### config.mk
export PLATFORM = sky130hd
export DESIGN_NAME = tdm_demux_flat
export DESIGN_NICKNAME = d
export VERILOG_FILES = /design/src/rtl/tdm_demux_if.sv /design/src/rtl/tdm_demux.sv /design/src/flat_wrapper.sv
export SDC_FILE = /design/constraint.sdc
export NUM_CORES = 1
export LEC_CHECK = 0
export BUFFER_PORTS_ARGS = -buffer_cell sky130_fd_sc_hd__buf_2
export CORE_UTILIZATION = 40
export CTS_BUF_LIST = sky130_fd_sc_hd__clkbuf_4 sky130_fd_sc_hd__clkbuf_8
export CTS_CLUSTER_DIAMETER = 40
export DETAILED_ROUTE_END_ITERATION = 8
export GPL_ROUTABILITY_DRIVEN = 1
export GPL_TIMING_DRIVEN = 0
export PLACE_DENSITY_LB_ADDON = 0.1
export SKIP_LAST_GASP = 1
export SYNTH_ARGS = -nofsm -noshare
export SYNTH_HDL_FRONTEND = slang
export SYNTH_SLANG_ARGS = --single-unit
export TNS_END_PERCENT = 5
### constraint.sdc
create_clock -name clk -period 1.7 [get_ports clk]
set_input_delay 0.17 -clock clk [delete_from_list [all_inputs] [get_ports clk]]
set_output_delay 0.17 -clock clk [all_outputs]
set_load 0.02 [all_outputs]
### src/rtl/tdm_demux_if.sv
// Bus between the 7-channel TDM serial line driver and the tdm_demux receiver.
// The driver owns the beat/sync/data inputs; the receiver owns the channel and status outputs.
interface tdm_demux_if;
  logic       en_in;
  logic       sync_in;
  logic       data_in;
  logic       a_out;
  logic       b_out;
  logic       c_out;
  logic       d_out;
  logic       e_out;
  logic       f_out;
  logic       g_out;
  logic       frame_valid_out;
  logic       locked_out;
  logic       sync_err_out;
  logic [2:0] slot_out;

  modport master (
    output en_in, sync_in, data_in,
    input  a_out, b_out, c_out, d_out, e_out, f_out, g_out,
    input  frame_valid_out, locked_out, sync_err_out, slot_out
  );

  modport slave (
    input  en_in, sync_in, data_in,
    output a_out, b_out, c_out, d_out, e_out, f_out, g_out,
    output frame_valid_out, locked_out, sync_err_out, slot_out
  );
endinterface

### src/rtl/tdm_demux.sv
// Recovers seven single-bit channels from an 8-slot TDM serial line (slot 7 idle, must be 0),
// tracking frame alignment from a sync strobe and committing all channels together at frame end.
module tdm_demux #(
  parameter int MISS_LIMIT = 2
) (
  input  logic        clk,
  input  logic        rst,
  tdm_demux_if.slave  bus
);

  typedef enum logic {HUNT, LOCKED} state_t;

  localparam logic [2:0] MissLim = 3'(MISS_LIMIT);

  state_t     state_q, state_d;
  logic [2:0] slot_q, slot_d;
  logic [2:0] miss_q, miss_d;
  logic [6:0] shadow_q, shadow_d;
  logic [6:0] chan_q, chan_d;
  logic       fv_q, fv_d;
  logic       err_q, err_d;
  logic [2:0] miss_inc;

  assign miss_inc = miss_q + 3'd1;

  // State register: control, shadow buffer and registered outputs
  always_ff @(posedge clk) begin
    if (rst) begin
      state_q  <= HUNT;
      slot_q   <= 3'd0;
      miss_q   <= 3'd0;
      shadow_q <= 7'd0;
      chan_q   <= 7'd0;
      fv_q     <= 1'b0;
      err_q    <= 1'b0;
    end else begin
      state_q  <= state_d;
      slot_q   <= slot_d;
      miss_q   <= miss_d;
      shadow_q <= shadow_d;
      chan_q   <= chan_d;
      fv_q     <= fv_d;
      err_q    <= err_d;
    end
  end

  // Next-state: alignment tracking, flywheel on missed sync, shadow capture
  always_comb begin
    state_d  = state_q;
    slot_d   = slot_q;
    miss_d   = miss_q;
    shadow_d = shadow_q;
    if (bus.en_in) begin
      if (state_q == HUNT) begin
        if (bus.sync_in) begin
          shadow_d[0] = bus.data_in;
          slot_d      = 3'd1;
          miss_d      = 3'd0;
          state_d     = LOCKED;
        end
      end else if (bus.sync_in) begin
        // Sync at any slot re-aligns; at slots 1..7 it also aborts the partial frame
        shadow_d[0] = bus.data_in;
        slot_d      = 3'd1;
        miss_d      = 3'd0;
      end else if (slot_q == 3'd0) begin
        if (miss_inc == MissLim) begin
          state_d  = HUNT;
          slot_d   = 3'd0;
          miss_d   = 3'd0;
          shadow_d = 7'd0;
        end else begin
          shadow_d[0] = bus.data_in;
          slot_d      = 3'd1;
          miss_d      = miss_inc;
        end
      end else if (slot_q == 3'd7) begin
        slot_d = 3'd0;
      end else begin
        shadow_d[slot_q] = bus.data_in;
        slot_d           = slot_q + 3'd1;
      end
    end
  end

  // Output: commit at a clean idle slot, flag early sync or a non-zero idle slot
  always_comb begin
    chan_d = chan_q;
    fv_d   = 1'b0;
    err_d  = 1'b0;
    if (bus.en_in && state_q == LOCKED) begin
      if (bus.sync_in) begin
        err_d = (slot_q != 3'd0);
      end else if (slot_q == 3'd7) begin
        if (bus.data_in) begin
          err_d = 1'b1;
        end else begin
          chan_d = shadow_q;
          fv_d   = 1'b1;
        end
      end
    end
  end

  assign bus.a_out           = chan_q[0];
  assign bus.b_out           = chan_q[1];
  assign bus.c_out           = chan_q[2];
  assign bus.d_out           = chan_q[3];
  assign bus.e_out           = chan_q[4];
  assign bus.f_out           = chan_q[5];
  assign bus.g_out           = chan_q[6];
  assign bus.frame_valid_out = fv_q;
  assign bus.locked_out      = (state_q == LOCKED);
  assign bus.sync_err_out    = err_q;
  assign bus.slot_out        = slot_q;

endmodule

### src/flat_wrapper.sv
// flat-port wrapper written by rule: the top's interface ports become plain ports
module tdm_demux_flat 
#(
  parameter int MISS_LIMIT = 2
)
  (clk, rst, bus_en_in, bus_sync_in, bus_data_in, bus_a_out, bus_b_out, bus_c_out, bus_d_out, bus_e_out, bus_f_out, bus_g_out, bus_frame_valid_out, bus_locked_out, bus_sync_err_out, bus_slot_out);
  tdm_demux_if bus_i ();
  input  logic clk;
  input  logic rst;
  input wire logic [$bits(bus_i.en_in)-1:0] bus_en_in;
  input wire logic [$bits(bus_i.sync_in)-1:0] bus_sync_in;
  input wire logic [$bits(bus_i.data_in)-1:0] bus_data_in;
  output wire logic [$bits(bus_i.a_out)-1:0] bus_a_out;
  output wire logic [$bits(bus_i.b_out)-1:0] bus_b_out;
  output wire logic [$bits(bus_i.c_out)-1:0] bus_c_out;
  output wire logic [$bits(bus_i.d_out)-1:0] bus_d_out;
  output wire logic [$bits(bus_i.e_out)-1:0] bus_e_out;
  output wire logic [$bits(bus_i.f_out)-1:0] bus_f_out;
  output wire logic [$bits(bus_i.g_out)-1:0] bus_g_out;
  output wire logic [$bits(bus_i.frame_valid_out)-1:0] bus_frame_valid_out;
  output wire logic [$bits(bus_i.locked_out)-1:0] bus_locked_out;
  output wire logic [$bits(bus_i.sync_err_out)-1:0] bus_sync_err_out;
  output wire logic [$bits(bus_i.slot_out)-1:0] bus_slot_out;
  assign bus_i.en_in = bus_en_in;
  assign bus_i.sync_in = bus_sync_in;
  assign bus_i.data_in = bus_data_in;
  assign bus_a_out = bus_i.a_out;
  assign bus_b_out = bus_i.b_out;
  assign bus_c_out = bus_i.c_out;
  assign bus_d_out = bus_i.d_out;
  assign bus_e_out = bus_i.e_out;
  assign bus_f_out = bus_i.f_out;
  assign bus_g_out = bus_i.g_out;
  assign bus_frame_valid_out = bus_i.frame_valid_out;
  assign bus_locked_out = bus_i.locked_out;
  assign bus_sync_err_out = bus_i.sync_err_out;
  assign bus_slot_out = bus_i.slot_out;
  tdm_demux #(.MISS_LIMIT(MISS_LIMIT)) u_core (.clk(clk), .rst(rst), .bus(bus_i));
endmodule
# Word-level counts from Yosys, hierarchy flattened
# Index checks and enable logic that the tools add are counted.
# totals
rom_bits	0
memories	0
mem_bits_rw	0
out_inout_bits	13
ff_bits	23
latchBits	0
elab_cells	64
# classes
order_cmp	2
reduce_logical	13
n_div	0
bitwise_logic	4
n_shift	0
add_sub_neg	2
multipliers	0
mux	30
eq_ne	5
# ops
cell	count
$mux W3	10
$mux W1	15
$mux W7	2
$bwmux W7	1
$add A3 B1 Y3 const B	2
$mux W6	1
$reduce_and A3 Y1	2
$reduce_and A5 Y1	1
$lt A3 B4 Y1 const B	1
$not A1 Y1	4
$reduce_and A4 Y1	1
$reduce_bool A2 Y1	2
$reduce_or A4 Y1	1
$demux W1 S3	1
$eq A3 B2 Y1 const B	1
$eq A3 B3 Y1 const B	1
$ge A3 B1 Y1 const B	1
$logic_not A3 Y1	1
$ne A3 B2 Y1 const B	1
$reduce_bool A3 Y1	1
$logic_and A1 B1 Y1	2
$ne A2 B1 Y1 const B	1
$ne A2 B2 Y1 const B	1
$reduce_and A2 Y1	1
$reduce_or A2 Y1	1

# Depth between registers and ports, before layout
# Gate-level depths: netlist (run 1).
# logic_depth
depth_word	9
depth_mapped	7
mapped_depth_nobuf	6

# Worst setup path after synthesis (run 1)
# Ideal clock, no wire load.
# synth_timing
path_type	register to register
from	register u_core.slot_q[0], in the netlist u_core.bus.slot_out[0]
to	register u_core.shadow_q[2]
required_time_ns	1.608
stages_incl_launch_ff	8
period_less_slack_ns	1.794
arrival_ns	1.702
slack_ns	-0.094
path_buffers	2
cell_sequence	dfxtp_1 clkbuf_1 inv_1 ha_1 clkbuf_1 a31oi_1 nor4_1 o32ai_1
# synth_between
elab_chain_cells	7
# synth_rtl
element	line_no	text
from (decl)	tdm_demux.sv:16	logic [2:0] slot_q, slot_d;
from (signal assigned)	tdm_demux.sv:38	slot_q <= slot_d;
$lt A3 B4 Y1 (not written as such) or $ge A3 B1 Y1 (tied branches)	tdm_demux.sv:80	shadow_d[slot_q] = bus.data_in;
$logic_and A1 B1 Y1 (not written as such)	tdm_demux.sv:80	
$mux W1 (not written as such)	tdm_demux.sv:80	
$demux W1 S3	n/a	
$bwmux W7	tdm_demux.sv:80	
$mux W7	tdm_demux.sv:77	end else if (slot_q == 3'd7) begin
$mux W7	tdm_demux.sv:66	end else if (slot_q == 3'd0) begin
to (signal assigned)	tdm_demux.sv:40	shadow_q <= shadow_d;
to (decl)	tdm_demux.sv:18	logic [6:0] shadow_q, shadow_d;
# Parallel ways exist; a longest one is shown, timed or not. The select of a mux whose other input is x is not followed.
# A chain may end at the register's enable or synchronous reset.

# Worst setup path after layout (run 1)
# layout_timing
from	register u_core.slot_q[0], in the netlist u_core.bus.slot_out[0]
to	register u_core.shadow_q[6]
# The elaborated chain is that of the path after synthesis.

==> results of run 1 <==
[flip-flops by register name, indices dropped and copies added, names as in the netlist]
register / cells
u_core.bus.frame_valid_out: 1
u_core.bus.locked_out: 1
u_core.bus.slot_out: 3
u_core.bus.sync_err_out: 1
u_core.chan_q: 7
u_core.miss_q: 3
u_core.shadow_q: 7
[metal layers]
| layer | GRT usage | vias to the layer above |
|---|---|---|
| li1 | - | 554 |
| met1 | 0.228 | 529 |
| met2 | 0.297 | 28 |
| met3 | 0.0317 | 7 |
| met4 | 0.0976 | 0 |
| met5 | 0 | - |
[area by class of cell]
cell class	instances	area, µm²	share of cell area
buffer	10	70.1	0.0466
timing repair buffer	18	95.1	0.0632
multi-input combinational	99	766	0.509
inverter	11	43.8	0.0291
clock buffer	3	22.5	0.0150
clock inverter	1	5.00	0.00333
tap	31	38.8	0.0258
sequential	23	463	0.308
[through the flow]
stage / setup WS, ns / util / TNS, ns / cell area, µm²
after global placement: -0.196 / 0.475 / -0.999 / 1350
after detailed placement: -0.252 / 0.475 / -1.40 / 1350
after global routing: -0.0297 / 0.532 / -0.120 / 1500
after floorplan: -0.0191 / - / -0.0191 / 1230
final: 0.0220 / 0.532 / 0 / 1500
after CTS: -0.00757 / 0.503 / -0.00968 / 1420
[power by group]
| part | switching [mW] | internal [mW] | leakage [nW] |
|---|---|---|---|
| Sequential | 0.00474 | 0.545 | 0.187 |
| Clock | 0.172 | 0.0882 | 0.0177 |
| Combinational | 0.0796 | 0.0520 | 0.383 |
| Total | 0.256 | 0.685 | 0.587 |
[layout by cell type, fill, tap and decap left out, types with 2 or more instances in the layout]
master / netlist / layout
sky130_fd_sc_hd__a21oi_1: 8 / 7
sky130_fd_sc_hd__clkbuf_1: 6 / 3
sky130_fd_sc_hd__nand4_1: 2 / 2
sky130_fd_sc_hd__ha_1: 6 / 3
sky130_fd_sc_hd__o22ai_1: 4 / 3
sky130_fd_sc_hd__clkbuf_4: 0 / 3
sky130_fd_sc_hd__inv_1: 11 / 9
sky130_fd_sc_hd__nor3_1: 5 / 4
sky130_fd_sc_hd__a31oi_1: 4 / 3
sky130_fd_sc_hd__dfxtp_2: 0 / 2
sky130_fd_sc_hd__mux2i_1: 7 / 7
sky130_fd_sc_hd__nor2b_1: 4 / 4
sky130_fd_sc_hd__nor2_1: 15 / 15
sky130_fd_sc_hd__nand3_1: 2 / 2
sky130_fd_sc_hd__a22oi_1: 2 / 2
sky130_fd_sc_hd__dfxtp_1: 23 / 21
sky130_fd_sc_hd__o21ai_0: 4 / 4
sky130_fd_sc_hd__buf_2: 1 / 18
sky130_fd_sc_hd__nand2_1: 6 / 6
sky130_fd_sc_hd__nor4_1: 4 / 3
sky130_fd_sc_hd__nand2b_1: 4 / 4
sky130_fd_sc_hd__o32ai_1: 2 / 2
sky130_fd_sc_hd__buf_4: 2 / 4
sky130_fd_sc_hd__buf_6: 1 / 3
sky130_fd_sc_hd__ha_4: 0 / 3
[path summary, 6_finish.rpt]
kind                     startpoint                 end  slack, ns
max          u_core.bus.slot_out[0]  u_core.shadow_q[6]       0.02
min                     bus_data_in  u_core.shadow_q[0]       0.17
max reg2reg  u_core.bus.slot_out[0]  u_core.shadow_q[6]       0.02
min reg2reg      u_core.shadow_q[0]  u_core.shadow_q[0]       0.48
[cells by family (layout without fill, tap and decap cells)]
group                      Yosys count  in the layout  synth area share
buffers and inverters               21             43            0.0778
adders and majority gates            6              6            0.0614
and+or+nand+nor                     51             51             0.228
DFF                                 23             23             0.377
AOI/OAI and AO/OA                   33             33             0.179
xor gates and xnor gates             1              1           0.00717
muxes                                8              8            0.0696
[worst max-delay path: stages, from the launching register on]
cell                       delay [ns]
sky130_fd_sc_hd__dfxtp_2         0.37
sky130_fd_sc_hd__ha_4            0.17
sky130_fd_sc_hd__ha_4            0.17
sky130_fd_sc_hd__nand2b_1        0.16
sky130_fd_sc_hd__or3_4           0.33
sky130_fd_sc_hd__mux2_4          0.27
sky130_fd_sc_hd__o22ai_2         0.13
[repair_timing]
action / CTS / global route
pin swaps: 0 / 2
gates cloned: 0 / 0
buffers inserted: 0 / 2
setup endpoints to repair: 12 / 6
gates resized for setup: 13 / 16
hold buffers: 0 / 0
==> results.toml, run 1 <==
[clocking]
htree_num_levels = 1
numCtsBuffers = 3
tritoncts_num_sinks = 23
clkSlewWorstSetupHoldPaths_ns = 0.13
cts_buffer_depth = 2
root_buffer_cell = "sky130_fd_sc_hd__clkbuf_4"
clk_latency_ns = 0.32
cts_tree = "yes"

[power_and_ir_drop]
static-leakage-power_nw = 0.587
p_total_uw = 942
power.density_cell_area_nw_per_um2 = 626
max-vdd-ir-drop_mv = 0.338

[final_layout]
drive_gt1_frac = 0.291
finish.net_count = 177
area_growth_syn_to_layout_pct = 23.0
fillerInstances = 273
layout.cells.non_filler = 196
n_antenna_cell = 0

[sta]
finalSetupViolations = 0
period_share = 0.987
timing_hold_violations_final = 0
worst_hold_slack_ns = 0.166
final-max-slew-violation-count = 0
worstMarginPinSlew_ns = 0.538
grt_setup_unrepaired = "true"
clock.fmax_mhz = 596
worst_clock_skew_ns = 0.00507
max-slew-margin-rel = 0.641
time_the_final_worst_path_needs_with_i_o_delays_and_setup_ns = 1.68

[floorplan]
die-area_um2 = 3280
die_outline_height_um = 57.3
core.rowCount = 19
design.portCount = 18
core-area_um2 = 2830
die_w_um = 57.3
start_util = 0.432

[global_routing]
gr-total-overflow = 0
via_count_of_the_first_global_routing_pass = 1023
grt_usage = 0.182
pin_count_of_the_biggest_net_entering_global_routing = 14
grt_first_pass_wirelength_um = 4540
antenna_violations_before_repair = 0

[synth]
synth.cells.most_frequent = "sky130_fd_sc_hd__dfxtp_1, sky130_fd_sc_hd__nor2_1, sky130_fd_sc_hd__inv_1, sky130_fd_sc_hd__a21oi_1, sky130_fd_sc_hd__mux2i_1"
synth_most_common_cell = "sky130_fd_sc_hd__dfxtp_1"
synth.area.top_cells = "sky130_fd_sc_hd__dfxtp_1, sky130_fd_sc_hd__ha_1, sky130_fd_sc_hd__mux2i_1"
syn-num-nets = 154
dominantRegCellSynth = "sky130_fd_sc_hd__dfxtp_1"
synth_top_cell_by_area = "sky130_fd_sc_hd__dfxtp_1"
syn-instance-count = 143
post-synth-top-area-fraction = 0.377
synth_edf_count = 0
netlist_area_um2 = 1220
postSynthAreaPerCell_um2 = 8.55
seq_area_frac_synth = 0.377
yosys_warnings = 0
synth.ff_latch_count = 23
synth_async_sr_flop_share = 0
post_synth_num_cell_types = 40

[route]
detail_route.wl_per_cell_um = 14.3
m1WireLength_um = 1290
dr_total_vias = 1118
top_signal_layer_used = "met4"
drtIter0Drc = 22
detailed_router_iteration_count_before_antenna_repair = 6
routed_via_density = 5.70
drc_errors = 2
drt_wl_total_um = 2810
route.antenna.remaining_nets = 0
detailroute.wirelength.met3_um = 100
met2_wl_um = 1350

[placed_design]
numPlacedInstances = 190
io_buffers = 16
place_hpwl_um = 1980
gp_congestion = 0.902

[critical_path]
crit_type = "flip-flop to flip-flop"
arrival_ns = 1.93
worstSetupStartpointType = "flip-flop"
cp.required_ns = 1.95
timing.critical_path.fanout_max = 5
crit_path_end_kind = "flip-flop"
number_of_cells_traversed_by_the_worst_register_to_register_path = 6

[outcome]
failing_checks = "design-rule violations"
status = "complete, but fails checks"

[worst_hold_path]
hold_path.class = "primary input to flip-flop"
worst_hold_path.num_cells = 3

[flow_run]
cap_violations = 0
No activity file was read; power rests on OpenSTA's default activity.
==> run 2: changes to the inputs <==
--- a/config.mk
+++ b/config.mk
@@ -5,6 +5,7 @@
 export SDC_FILE = /design/constraint.sdc
 export NUM_CORES = 1
 export LEC_CHECK = 0
+export ABC_AREA = 1
 export BUFFER_PORTS_ARGS = -buffer_cell sky130_fd_sc_hd__buf_2
 export CORE_UTILIZATION = 40
 export CTS_BUF_LIST = sky130_fd_sc_hd__clkbuf_4 sky130_fd_sc_hd__clkbuf_8
==> constraint.sdc (replaced) <==
create_clock -name clk -period 1.7 [get_ports clk]
set_input_delay 0.17 -clock clk [delete_from_list [all_inputs] [get_ports clk]]
set_output_delay 0.17 -clock clk [all_outputs]
set_load 0.1 [all_outputs]
==> run 2 against run 1 <==
  * The run now ends clean
  * Non-clock buffer count is 1 higher
  * Global-route usage fell by 0.58 points
  * Critical path depth grew 1
  * Setup slack improved by 0.092 ns
  * Clock skew decreased by 0.00096 ns
  * Synthesized cell count up 14%
  * Wire length is 6.2% lower
  * Cell count up 15%
  * Sequential cell count did not move
  * Total power up 8.2%
  * Highest routed layer unchanged
==> results.toml, run 2 <==
[final_layout]
area_growth_syn_to_layout_pct = 25.2
final_common_cell = "sky130_fd_sc_hd__nand2_1"
most_frequent_cells_in_the_layout = "sky130_fd_sc_hd__nand2_1, sky130_fd_sc_hd__nor2_1, sky130_fd_sc_hd__dfxtp_1"
drive_gt1_frac = 0.287
n_antenna_cell = 0
finalCoreUtilization = 0.534
layout.cells.non_filler = 226
fin_area_um2 = 1490
finish.net_count = 207
largestRegisters = "u_core.chan_q: 7 flops, u_core.shadow_q: 7 flops"

[critical_path]
cp.required_ns = 1.96
cp.buffers_inverters = 1
timing.critical_path.cells = "ha_1, ha_1, nand2_1, nor3_4, buf_4, o21ai_0, nor2_1"
worstSetupStartpointType = "flip-flop"
arrival_ns = 1.84
worstReg2RegStart = "u_core.bus.slot_out[0]"
number_of_cells_traversed_by_the_worst_register_to_register_path = 7
timing.critical_path.fanout_max = 6
r2r_setup_slack_ns = 0.11
worst_path_most_repeated_cell = "sky130_fd_sc_hd__ha_1"
r2r-end = "u_core.chan_q[2]"
crit_type = "flip-flop to flip-flop"
crit_path_end_kind = "flip-flop"
cp_slowest_cell = "sky130_fd_sc_hd__dfxtp_4"
critical_path.top_delay_family = "simple AND/OR/NAND/NOR gates"
slowest_delay_ns = 0.41

[global_routing]
grt_usage = 0.176
gr-total-overflow = 0
grt_first_pass_wirelength_um = 4430
via_count_of_the_first_global_routing_pass = 1053
antenna_violations_before_repair = 0
pin_count_of_the_biggest_net_entering_global_routing = 14

[sta]
max-slew-margin-rel = 0.677
timing_hold_violations_final = 0
period_share = 0.933
final-max-slew-violation-count = 0
time_the_final_worst_path_needs_with_i_o_delays_and_setup_ns = 1.59
finalSetupViolations = 0
fin_setup_tns_ns = 0
worstMarginPinSlew_ns = 0.485
postLayoutSetupSlackWorst_ns = 0.114
worst_clock_skew_ns = 0.00411
worst_hold_slack_ns = 0.0764
clock.fmax_mhz = 630
grt_setup_unrepaired = "true"

[synth]
synth_most_common_cell = "sky130_fd_sc_hd__nand2_1"
synth.cells.most_frequent = "sky130_fd_sc_hd__nand2_1, sky130_fd_sc_hd__nor2_1, sky130_fd_sc_hd__dfxtp_1, sky130_fd_sc_hd__inv_1, sky130_fd_sc_hd__nand3_1"
synth.area.top_cells = "sky130_fd_sc_hd__dfxtp_1, sky130_fd_sc_hd__nand2_1, sky130_fd_sc_hd__nor2_1"
synth_top_cell_by_area = "sky130_fd_sc_hd__dfxtp_1"
synth_edf_count = 0
postSynthAreaPerCell_um2 = 7.28
post-synth-top-area-fraction = 0.388
syn-instance-count = 163
synth.ff_latch_count = 23
dominantRegCellSynth = "sky130_fd_sc_hd__dfxtp_1"
yosys_warnings = 0
seq_area_frac_synth = 0.388
syn-num-nets = 174
post_synth_num_cell_types = 26
synth_async_sr_flop_share = 0
netlist_area_um2 = 1190

[flow_run]
cap_violations = 0

[route]
top_signal_layer_used = "met4"
routed_via_density = 5.19
detailed_router_iteration_count_before_antenna_repair = 4
detail_route.wl_per_cell_um = 11.7
dr_total_vias = 1173
met2_wl_um = 1240
detailroute.wirelength.met3_um = 100
drt_wl_total_um = 2630
m1WireLength_um = 1270
drc_errors = 0
route.antenna.remaining_nets = 0
drtIter0Drc = 45

[worst_hold_path]
hold_path.class = "primary input to flip-flop"
hold_end = "u_core.bus.locked_out"
worstHoldStart = "bus_en_in"
worst_hold_path.num_cells = 2

[clocking]
numCtsBuffers = 3
htree_num_levels = 1
cts_buffer_depth = 2
ctsHoldBuffers = 0
tritoncts_num_sinks = 23
clkSlewWorstSetupHoldPaths_ns = 0.13
root_buffer_cell = "sky130_fd_sc_hd__clkbuf_4"
cts_tree = "yes"
clk_latency_ns = 0.31

[floorplan]
die_outline_height_um = 56.5
start_util = 0.427
core-area_um2 = 2780
design.portCount = 18
die_w_um = 56.5
core.rowCount = 19
die-area_um2 = 3190

[outcome]
status = "complete, no violations"

[placed_design]
numPlacedInstances = 211
place_hpwl_um = 1890
io_buffers = 17
place_area_um2 = 1330
gp_congestion = 0.780
dp_worst_setup_slack_ns = -0.112

[power_and_ir_drop]
power.density_cell_area_nw_per_um2 = 685
max-vdd-ir-drop_mv = 0.439
p_total_mw = 1.02
static-leakage-power_nw = 0.714
## run 2: cell count changes after synthesis, moves of 4 or more
cell | before | now
sky130_fd_sc_hd__mux2i_1 | 7 | 0
sky130_fd_sc_hd__nand3_1 | 2 | 17
sky130_fd_sc_hd__clkbuf_1 | 6 | 1
sky130_fd_sc_hd__inv_1 | 11 | 18
sky130_fd_sc_hd__nor3_1 | 5 | 1
sky130_fd_sc_hd__a31oi_1 | 4 | 0
sky130_fd_sc_hd__nor4_1 | 4 | 0
sky130_fd_sc_hd__nor2_1 | 15 | 25
sky130_fd_sc_hd__nand2b_1 | 4 | 0
sky130_fd_sc_hd__nor2b_1 | 4 | 0
sky130_fd_sc_hd__nand2_1 | 6 | 31
## run 2: power breakdown
part | leakage [nW] | switching, mW | internal (mW)
Combinational | 0.508 | 0.134 | 0.0729
Sequential | 0.189 | 0.0123 | 0.548
Clock | 0.0177 | 0.163 | 0.0878
Total | 0.714 | 0.310 | 0.709
## run 2: logic make-up after synthesis
family	after synthesis	synth area share
AND/OR/NAND/NOR	86	0.353
buffers and inverters	23	0.0748
adder cells (fa/ha/maj)	6	0.0632
AO/OA/AOI/OAI	25	0.121
flip-flops	23	0.388
## run 2: cell type report
type / count / area (µm²)
multi-input combinational: 117 / 671
inverter: 22 / 92.6
clock inverter: 1 / 5.00
tap: 31 / 38.8
clock buffer: 3 / 22.5
sequential: 23 / 473
fill: 276 / 1290
buffer: 1 / 3.75
timing repair buffer: 28 / 180
## run 2: worst max-delay path by stage
stage          cells after the start                endpoint                    from
2_1_floorplan                      8  u_core.bus.slot_out[0]  u_core.bus.slot_out[0]
3_5_place_dp                       8      u_core.shadow_q[2]  u_core.bus.slot_out[0]
3_3_place_gp                       7        u_core.chan_q[6]  u_core.bus.slot_out[0]
4_1_cts                            8      u_core.shadow_q[2]  u_core.bus.slot_out[0]
5_1_grt                            8      u_core.shadow_q[5]  u_core.bus.slot_out[0]
6_report                           7        u_core.chan_q[2]  u_core.bus.slot_out[0]
## run 2: timing repair
action                     in CTS  in global routing
gates resized for setup         2                  7
gates cloned                    0                  0
buffers inserted                0                 11
setup endpoints to repair      17                 18
pin swaps                       0                  5
## run 2: layer usage
layer,global-route usage,vias up
li1,-,602
met1,0.227,538
met2,0.301,29
met3,0.0207,4
met4,0.0627,0
met5,0,-
